$ cat config.mk
export PLATFORM = sky130hd
export DESIGN_NAME = nv_clk_gate_power_mc_flat
export DESIGN_NICKNAME = d
export VERILOG_FILES = /design/src/rtl/nv_clk_gate_pkg.sv /design/src/rtl/nv_clk_gate_power_mc_if.sv /design/src/rtl/nv_clk_gate_power_chan.sv /design/src/rtl/nv_clk_gate_power_mc.sv /design/src/flat_wrapper.sv
export SDC_FILE = /design/constraint.sdc
export NUM_CORES = 1
export LEC_CHECK = 0
export BUFFER_PORTS_ARGS = -buffer_cell sky130_fd_sc_hd__buf_2
export CAP_MARGIN = 5
export CORE_UTILIZATION = 39
export DETAILED_ROUTE_END_ITERATION = 6
export GPL_TIMING_DRIVEN = 0
export HOLD_SLACK_MARGIN = 0.1
export MAX_ROUTING_LAYER = met4
export PLACE_DENSITY = 0.67
export SLEW_MARGIN = 20
export SYNTH_ARGS = -nofsm -noshare
export SYNTH_HDL_FRONTEND = slang
export SYNTH_SLANG_ARGS = --single-unit
$ cat constraint.sdc
create_clock -name clk -period 4.4 [get_ports clk]
set_input_delay 0.88 -clock clk [delete_from_list [all_inputs] [get_ports clk]]
set_output_delay 0.88 -clock clk [all_outputs]
set_load 0.1 [all_outputs]
$ cat src/rtl/nv_clk_gate_pkg.sv
// Shared types and constants for the multi-channel power clock gate.
// Holds the per-channel state encoding, the mode field values and the request decode.
package nv_clk_gate_pkg;

  typedef enum logic [1:0] {
    ST_OFF  = 2'd0,
    ST_WAKE = 2'd1,
    ST_ON   = 2'd2,
    ST_HOLD = 2'd3
  } ch_state_e;

  localparam logic [1:0] MODE_AUTO     = 2'b00;
  localparam logic [1:0] MODE_FON      = 2'b01;
  localparam logic [1:0] MODE_FOFF     = 2'b10;
  localparam logic [1:0] MODE_AUTO_ALT = 2'b11;

  localparam int GATE_CNT_W = 16;

  // Encoding 11 is reserved and behaves exactly like auto.
  function automatic logic mode_req(input logic [1:0] mode, input logic busy);
    return (mode == MODE_FON) ||
           (((mode == MODE_AUTO) || (mode == MODE_AUTO_ALT)) && busy);
  endfunction

endpackage

$ cat src/rtl/nv_clk_gate_power_mc_if.sv
// Partition-side signal bundle of the clock gate: requests and mode in, gated clocks and status out.
// Handshake: ch_busy[i] is a level request; ch_ready[i] is the acknowledge, high only while the
// partition clock is running steadily, and the partition may issue work only while it is high.
interface nv_clk_gate_power_mc_if #(
  parameter int NUM_CH = 4,
  parameter int HYST_W = 6
);
  logic [NUM_CH-1:0]   ch_busy;
  logic [HYST_W-1:0]   hyst_cfg;
  logic [2*NUM_CH-1:0] mode_cfg;
  logic [NUM_CH-1:0]   clk_gated;
  logic [NUM_CH-1:0]   ch_ready;
  logic [NUM_CH-1:0]   ch_gated_sts;
  logic [15:0]         gate_cnt;
  logic [2*NUM_CH-1:0] dbg_state;

  modport master (
    output ch_busy, hyst_cfg, mode_cfg,
    input  clk_gated, ch_ready, ch_gated_sts, gate_cnt, dbg_state
  );

  modport slave (
    input  ch_busy, hyst_cfg, mode_cfg,
    output clk_gated, ch_ready, ch_gated_sts, gate_cnt, dbg_state
  );
endinterface

$ cat src/rtl/nv_clk_gate_power_chan.sv
// One gated clock channel: OFF/WAKE/ON/HOLD FSM, idle hysteresis counter, enable flop
// and a low-transparent latch gate so the gated clock never carries a partial pulse.
module nv_clk_gate_power_chan
  import nv_clk_gate_pkg::*;
#(
  parameter int HYST_W = 6,
  parameter int BYPASS = 0
) (
  input  logic              clk,
  input  logic              reset,
  input  logic              busy_i,
  input  logic [1:0]        mode_i,
  input  logic [HYST_W-1:0] hyst_i,
  output logic              clk_gated_o,
  output logic              ready_o,
  output logic              gated_sts_o,
  output logic              off_evt_o,
  output ch_state_e         state_o
);

  ch_state_e         state_q, state_d;
  logic [HYST_W-1:0] cnt_q, cnt_d;
  logic              req;
  logic              foff;

  assign foff = (mode_i == MODE_FOFF);
  assign req  = mode_req(mode_i, busy_i);

  always_comb begin
    state_d = state_q;
    cnt_d   = cnt_q;
    if (foff) begin
      state_d = ST_OFF;
    end else begin
      case (state_q)
        ST_OFF:  if (req) state_d = ST_WAKE;
        ST_WAKE: state_d = ST_ON;
        ST_ON: begin
          if (!req) begin
            if (hyst_i == '0) begin
              state_d = ST_OFF;
            end else begin
              state_d = ST_HOLD;
              cnt_d   = hyst_i - HYST_W'(1);
            end
          end
        end
        ST_HOLD: begin
          if (req)                state_d = ST_ON;
          else if (cnt_q == '0)   state_d = ST_OFF;
          else                    cnt_d   = cnt_q - HYST_W'(1);
        end
        default: state_d = ST_OFF;
      endcase
    end
  end

  always_ff @(posedge clk or posedge reset) begin
    if (reset) begin
      state_q <= ST_OFF;
      cnt_q   <= '0;
    end else begin
      state_q <= state_d;
      cnt_q   <= cnt_d;
    end
  end

  assign state_o     = state_q;
  assign gated_sts_o = (state_q == ST_OFF);

  if (BYPASS != 0) begin : g_bypass
    assign clk_gated_o = clk;
    assign ready_o     = 1'b1;
    assign off_evt_o   = 1'b0;
  end else begin : g_gate
    logic en_q;
    logic en_lat;

    always_ff @(posedge clk or posedge reset) begin
      if (reset) en_q <= 1'b0;
      else       en_q <= (state_d != ST_OFF);
    end

    // Latch follows en_q only while clk is low, freezing it across the high phase.
    always_latch begin
      if (reset)     en_lat = 1'b0;
      else if (!clk) en_lat = en_q;
    end

    assign clk_gated_o = clk & en_lat;
    assign ready_o     = (state_q == ST_ON) || (state_q == ST_HOLD);
    assign off_evt_o   = (state_d == ST_OFF) && (state_q != ST_OFF);
  end

endmodule

$ cat src/rtl/nv_clk_gate_power_mc.sv
// Top of the partition clock root gate: NUM_CH independent channels plus a saturating
// count of gate-off events summed across all channels each cycle.
module nv_clk_gate_power_mc
  import nv_clk_gate_pkg::*;
#(
  parameter int NUM_CH = 4,
  parameter int HYST_W = 6,
  parameter int BYPASS = 0
) (
  input  logic                  clk,
  input  logic                  reset,
  nv_clk_gate_power_mc_if.slave bus
);

  logic [NUM_CH-1:0]     clk_gated_w;
  logic [NUM_CH-1:0]     ready_w;
  logic [NUM_CH-1:0]     sts_w;
  logic [NUM_CH-1:0]     off_evt_w;
  logic [2*NUM_CH-1:0]   dbg_w;
  logic [GATE_CNT_W-1:0] gate_cnt_q, gate_cnt_d;
  logic [5:0]            pop;
  logic [GATE_CNT_W:0]   sum;

  for (genvar i = 0; i < NUM_CH; i++) begin : g_ch
    ch_state_e st;

    nv_clk_gate_power_chan #(
      .HYST_W (HYST_W),
      .BYPASS (BYPASS)
    ) u_chan (
      .clk         (clk),
      .reset       (reset),
      .busy_i      (bus.ch_busy[i]),
      .mode_i      (bus.mode_cfg[2*i +: 2]),
      .hyst_i      (bus.hyst_cfg),
      .clk_gated_o (clk_gated_w[i]),
      .ready_o     (ready_w[i]),
      .gated_sts_o (sts_w[i]),
      .off_evt_o   (off_evt_w[i]),
      .state_o     (st)
    );

    assign dbg_w[2*i +: 2] = st;
  end

  always_comb begin
    pop = '0;
    for (int i = 0; i < NUM_CH; i++) begin
      pop = pop + 6'(off_evt_w[i]);
    end
    sum        = {1'b0, gate_cnt_q} + (GATE_CNT_W + 1)'(pop);
    gate_cnt_d = sum[GATE_CNT_W] ? {GATE_CNT_W{1'b1}} : sum[GATE_CNT_W-1:0];
    if (BYPASS != 0) gate_cnt_d = '0;
  end

  always_ff @(posedge clk or posedge reset) begin
    if (reset) gate_cnt_q <= '0;
    else       gate_cnt_q <= gate_cnt_d;
  end

  assign bus.clk_gated    = clk_gated_w;
  assign bus.ch_ready     = ready_w;
  assign bus.ch_gated_sts = sts_w;
  assign bus.gate_cnt     = gate_cnt_q;
  assign bus.dbg_state    = dbg_w;

`ifdef ASSERT_ON
  a_no_x : assert property (@(posedge clk) disable iff (reset)
    !$isunknown({bus.clk_gated, bus.ch_busy, bus.mode_cfg}));
`endif

endmodule

$ cat src/flat_wrapper.sv
// flat-port wrapper written by rule: the top's interface ports become plain ports
module nv_clk_gate_power_mc_flat import nv_clk_gate_pkg::*;
#(
  parameter int NUM_CH = 4,
  parameter int HYST_W = 6,
  parameter int BYPASS = 0
)
  (clk, reset, bus_ch_busy, bus_hyst_cfg, bus_mode_cfg, bus_clk_gated, bus_ch_ready, bus_ch_gated_sts, bus_gate_cnt, bus_dbg_state);
  nv_clk_gate_power_mc_if #(.NUM_CH(NUM_CH), .HYST_W(HYST_W)) bus_i ();
  input  logic clk;
  input  logic reset;
  input wire logic [$bits(bus_i.ch_busy)-1:0] bus_ch_busy;
  input wire logic [$bits(bus_i.hyst_cfg)-1:0] bus_hyst_cfg;
  input wire logic [$bits(bus_i.mode_cfg)-1:0] bus_mode_cfg;
  output wire logic [$bits(bus_i.clk_gated)-1:0] bus_clk_gated;
  output wire logic [$bits(bus_i.ch_ready)-1:0] bus_ch_ready;
  output wire logic [$bits(bus_i.ch_gated_sts)-1:0] bus_ch_gated_sts;
  output wire logic [$bits(bus_i.gate_cnt)-1:0] bus_gate_cnt;
  output wire logic [$bits(bus_i.dbg_state)-1:0] bus_dbg_state;
  assign bus_i.ch_busy = bus_ch_busy;
  assign bus_i.hyst_cfg = bus_hyst_cfg;
  assign bus_i.mode_cfg = bus_mode_cfg;
  assign bus_clk_gated = bus_i.clk_gated;
  assign bus_ch_ready = bus_i.ch_ready;
  assign bus_ch_gated_sts = bus_i.ch_gated_sts;
  assign bus_gate_cnt = bus_i.gate_cnt;
  assign bus_dbg_state = bus_i.dbg_state;
  nv_clk_gate_power_mc #(.NUM_CH(NUM_CH), .HYST_W(HYST_W), .BYPASS(BYPASS)) u_core (.clk(clk), .reset(reset), .bus(bus_i));
endmodule
==> results by group <==
Floorplan
  – Die X-Extent: between 90 and 100 um
  – Ports: 56
  – Area of the core: 8810 sq um
  – FP Rows: 34
  – Die height: 97.8 um
  – Die ar.: 9570 sq um
  – Initial Util: 0.407

Logic synthesis
  – Post-synth top area share: 0.364
  – Syn Area/Cell: 8.29 sq um
  – EDFF count, synth: 0
  – Area leader, netlist: dfrtp_1
  – #FFs+latches synth: 56
  – Dominant cells by area after synthesis: dfrtp_1, ha_1, nor2_1, a21oi_1, nand2_1
  – Synth Instances: about 430
  – Top FF cell, synth: dfrtp_1
  – Most frequent cell after synthesis: dfrtp_1
  – Ys async rst share: 0.929
  – Synth top cells by count: dfrtp_1, nor2_1, nand2_1, a21oi_1, o21ai_0
  – Mapped Area: 3580 sq um
  – Distinct cell type count of the synthesized netlist: 50
  – Yosys warnings: 0
  – Mapped Nets: 472

Pwr
  – Power density cells: around 850 nW/um^2
  – NetSw: between 0.0015 and 0.002 W
  – Switching share of power: 0.512
  – Comb pwr share: 0.500
  – Flop pwr share: 0.219
  – Clock power share: 0.282
  – Worst vdd ir: around 0.0005 V
  – Total Power: 0.00391 W
  – LEAKAGE: 2.12 nW
  – P_int: 0.00191 W

Setup path
  – R2R cell count: 16
  – Crit-path max cell delay: 310 ps
  – CP max-delay cell: dlxtp_1
  – FF-to-FF Start: u_core.g_ch[3].u_chan.cnt_q[0]$_DFFE_PP0P_
  – CP arrival: approximately 3400 ps
  – Crit-path max FO: 1
  – CP startpoint kind: latch
  – Critical path buffers and inverters: 1
  – Crit Path Class: latch to output pin
  – RR Endpoint: u_core.bus.gate_cnt[5]$_DFF_PP0_
  – Crit-path cells: and2_1 -> buf_12
  – R2R Setup Slk: between 300 and 400 ps
  – CP top delay family: latches
  – Worst path required time: roughly 3500 ps
  – Worst setup EP type: output pin

STA
  – Total negative slack: 0 ps
  – Final hold vios: 0
  – Final Skew: roughly 14 ps
  – Setup violators final: 0
  – Measured slew at the worst slew-check pin: 784 ps
  – Worst relative slew slack: 0.472
  – RSZ-0062 raised after global routing: no
  – Slew Viols, Final: 0

GRT
  – Grt met1 use: 0.293
  – Initial antenna violation count: 0
  – GRT met3 Usage: 0.125
  – Vias in the first global route: between 3000 and 4000
  – Grt total ovfl: 0
  – Global-route wire length before repair: approximately 17 mm
  – GR peak layer: met2
  – Largest net degree at the start of global routing: 54
  – Total GRT Usage: 0.244
  – GR Util met2: 0.326

Placement
  – Placer congestion estimate: about 0.86
  – Detailed placement HPWL: 6.04 mm
  – Post-placement cell area: 4010 sq um
  – Port Buffer Count: 55

Detailed routing
  – Drt via density: 5.42
  – Detail Route Antenna Nets: 0
  – Vias: 3400
  – Drt total wl: between 9 and 10 mm
  – WL/cell: 15.2 um
  – Drt first pass iters: 7
  – DRC Markers: 24
  – DR iter-0 viols: ~230

Flow run
  – Max cap viols: 0

Min path
  – WHS Path Cells: 1
  – Hold_sp: u_core.g_ch[0].u_chan.g_gate.en_q$_DFF_PP0_
  – HP Class: flop to latch
  – Min-Delay Endpoint: u_core.g_ch[0].u_chan.g_gate.en_lat$_DLATCH_P_

Status
  – Violated checks: DRC
  – Status: finished with violations

Clock tree
  – CTS tree: built
  – Worst-Skew Late Latency: 540 ps
  – Clk slew on worst S/H paths: ~100 ps

Final layout
  – Proportion of layout cells with a drive suffix above 1: 0.243
  – Final Util: 0.522
  – P&R area growth vs syn: 28.3%
  – Post-route cell area: 4590 sq um
  – Final #Nets: 556
-- layer usage --
layer	vias up	wire [um]
met1	1621	4170
met4	0	169
met2	106	4590
li1	1652	-
met3	21	600
met5	-	0
-- sequential cells by signal, indices dropped and copies added (netlist names) --
register,count
u_core.g_ch.u_chan.state_o,8
u_core.g_ch.u_chan.g_gate.en_lat,4
u_core.bus.gate_cnt,16
u_core.g_ch.u_chan.cnt_q,24
u_core.g_ch.u_chan.g_gate.en_q,4
-- cells by family (layout without fill, tap and decap cells) --
family	count (synthesis)	after routing	synth area share
simple gates	164	164	0.217
compound gates	110	110	0.199
buf+inv	66	152	0.0881
flops	52	52	0.364
fa+ha+maj	20	20	0.0741
xor+xnor	12	12	0.0294
mux	4	4	0.0122
latches	4	4	0.0168
other cells	0	1	0
-- through the flow --
| step | instances | hold WS, ps | setup WS [ps] |
|---|---|---|---|
| final | 627 | 500 | 85.8 |
| after global routing | 626 | 500 | 4.91 |
| after CTS | 625 | 496 | 9.42 |
| after detailed placement | 595 | -881 | -596 |
| after global placement | 595 | -243 | -542 |
| after floorplan | 432 | -686 | 9.01 |
-- worst register-to-register path: stages (launching register included) --
cell and delay, ps:
dfrtp_1 390, inv_1 120, ha_1 190, nand2b_1 90, nor4_1 610, a31oi_1 170
o22ai_1 480, fa_2 340, ha_4 130, inv_1 50, fa_1 420, nor2b_2 190
o21bai_4 110, nor2b_2 160, nand4_1 220, clkbuf_8 230, o21ai_0 80
-- area by class of cell --
class                   instances  area, sq um
plain buffers                  32          185
clock buffers                  27          397
multi-input cells             310         1970
diodes                          1         2.50
well taps                     108          135
flip-flops and latches         56         1360
inverters                      30          115
repair buffers                 59          323
clock inverters                 4          108
fillers                       777         4210
-- what timing repair did --
| item | 4_1_cts | 5_1_grt |
|---|---|---|
| gates resized for setup | 13 | 17 |
| hold buffers | 3 | 0 |
| setup buffers | 0 | 4 |
| cloned | 0 | 1 |
| endpoints found under the hold margin | 1 | 0 |
| setup endpoints to repair | 17 | 23 |
| pin swaps | 0 | 1 |
-- power groups by stage --
stage,Clock (W),Sequential (W),Combinational [W]
5_1_grt,0.00119,0.000886,0.00212
2_1_floorplan,0.000142,0.00130,0.00110
3_5_place_dp,0.000151,0.000849,0.00189
4_1_cts,0.00111,0.000840,0.00191
3_3_place_gp,0.000151,0.000844,0.00185
6_report,0.00110,0.000854,0.00195
-- worst max-delay path by stage --
stage,slack (ps),endpoint,from,cells after the start
after floorplan,9,u_core.bus.gate_cnt[5]$_DFF_PP0_,bus_hyst_cfg[2],18
after global placement,-540,u_core.bus.gate_cnt[15]$_DFF_PP0_,bus_hyst_cfg[0],16
after detailed placement,-600,u_core.bus.gate_cnt[15]$_DFF_PP0_,bus_hyst_cfg[0],16
after CTS,9,bus_clk_gated[0],clk,10
after global routing,5,u_core.bus.gate_cnt[5]$_DFF_PP0_,bus_hyst_cfg[2],19
final,90,bus_clk_gated[3],u_core.g_ch[3].u_chan.g_gate.en_lat$_DLATCH_P_,2
-- layout by cell type (no fill, tap or decap), drive strengths merged, types with 5 or more instances in the layout --
| cell | netlist | routed |
|---|---|---|
| o21ai | 31 | 31 |
| nor2b | 8 | 8 |
| ha | 18 | 18 |
| o22a | 5 | 5 |
| a31oi | 7 | 7 |
| nor2 | 47 | 47 |
| inv | 30 | 30 |
| xnor2 | 5 | 5 |
| nand2b | 8 | 8 |
| nand2 | 45 | 45 |
| a21oi | 34 | 34 |
| and2 | 8 | 8 |
| nor3 | 16 | 16 |
| xor2 | 7 | 7 |
| nand3 | 12 | 12 |
| clkbuf | 18 | 43 |
| dfrtp | 52 | 52 |
| buf | 18 | 72 |
Power figures use the tool's default switching activity.
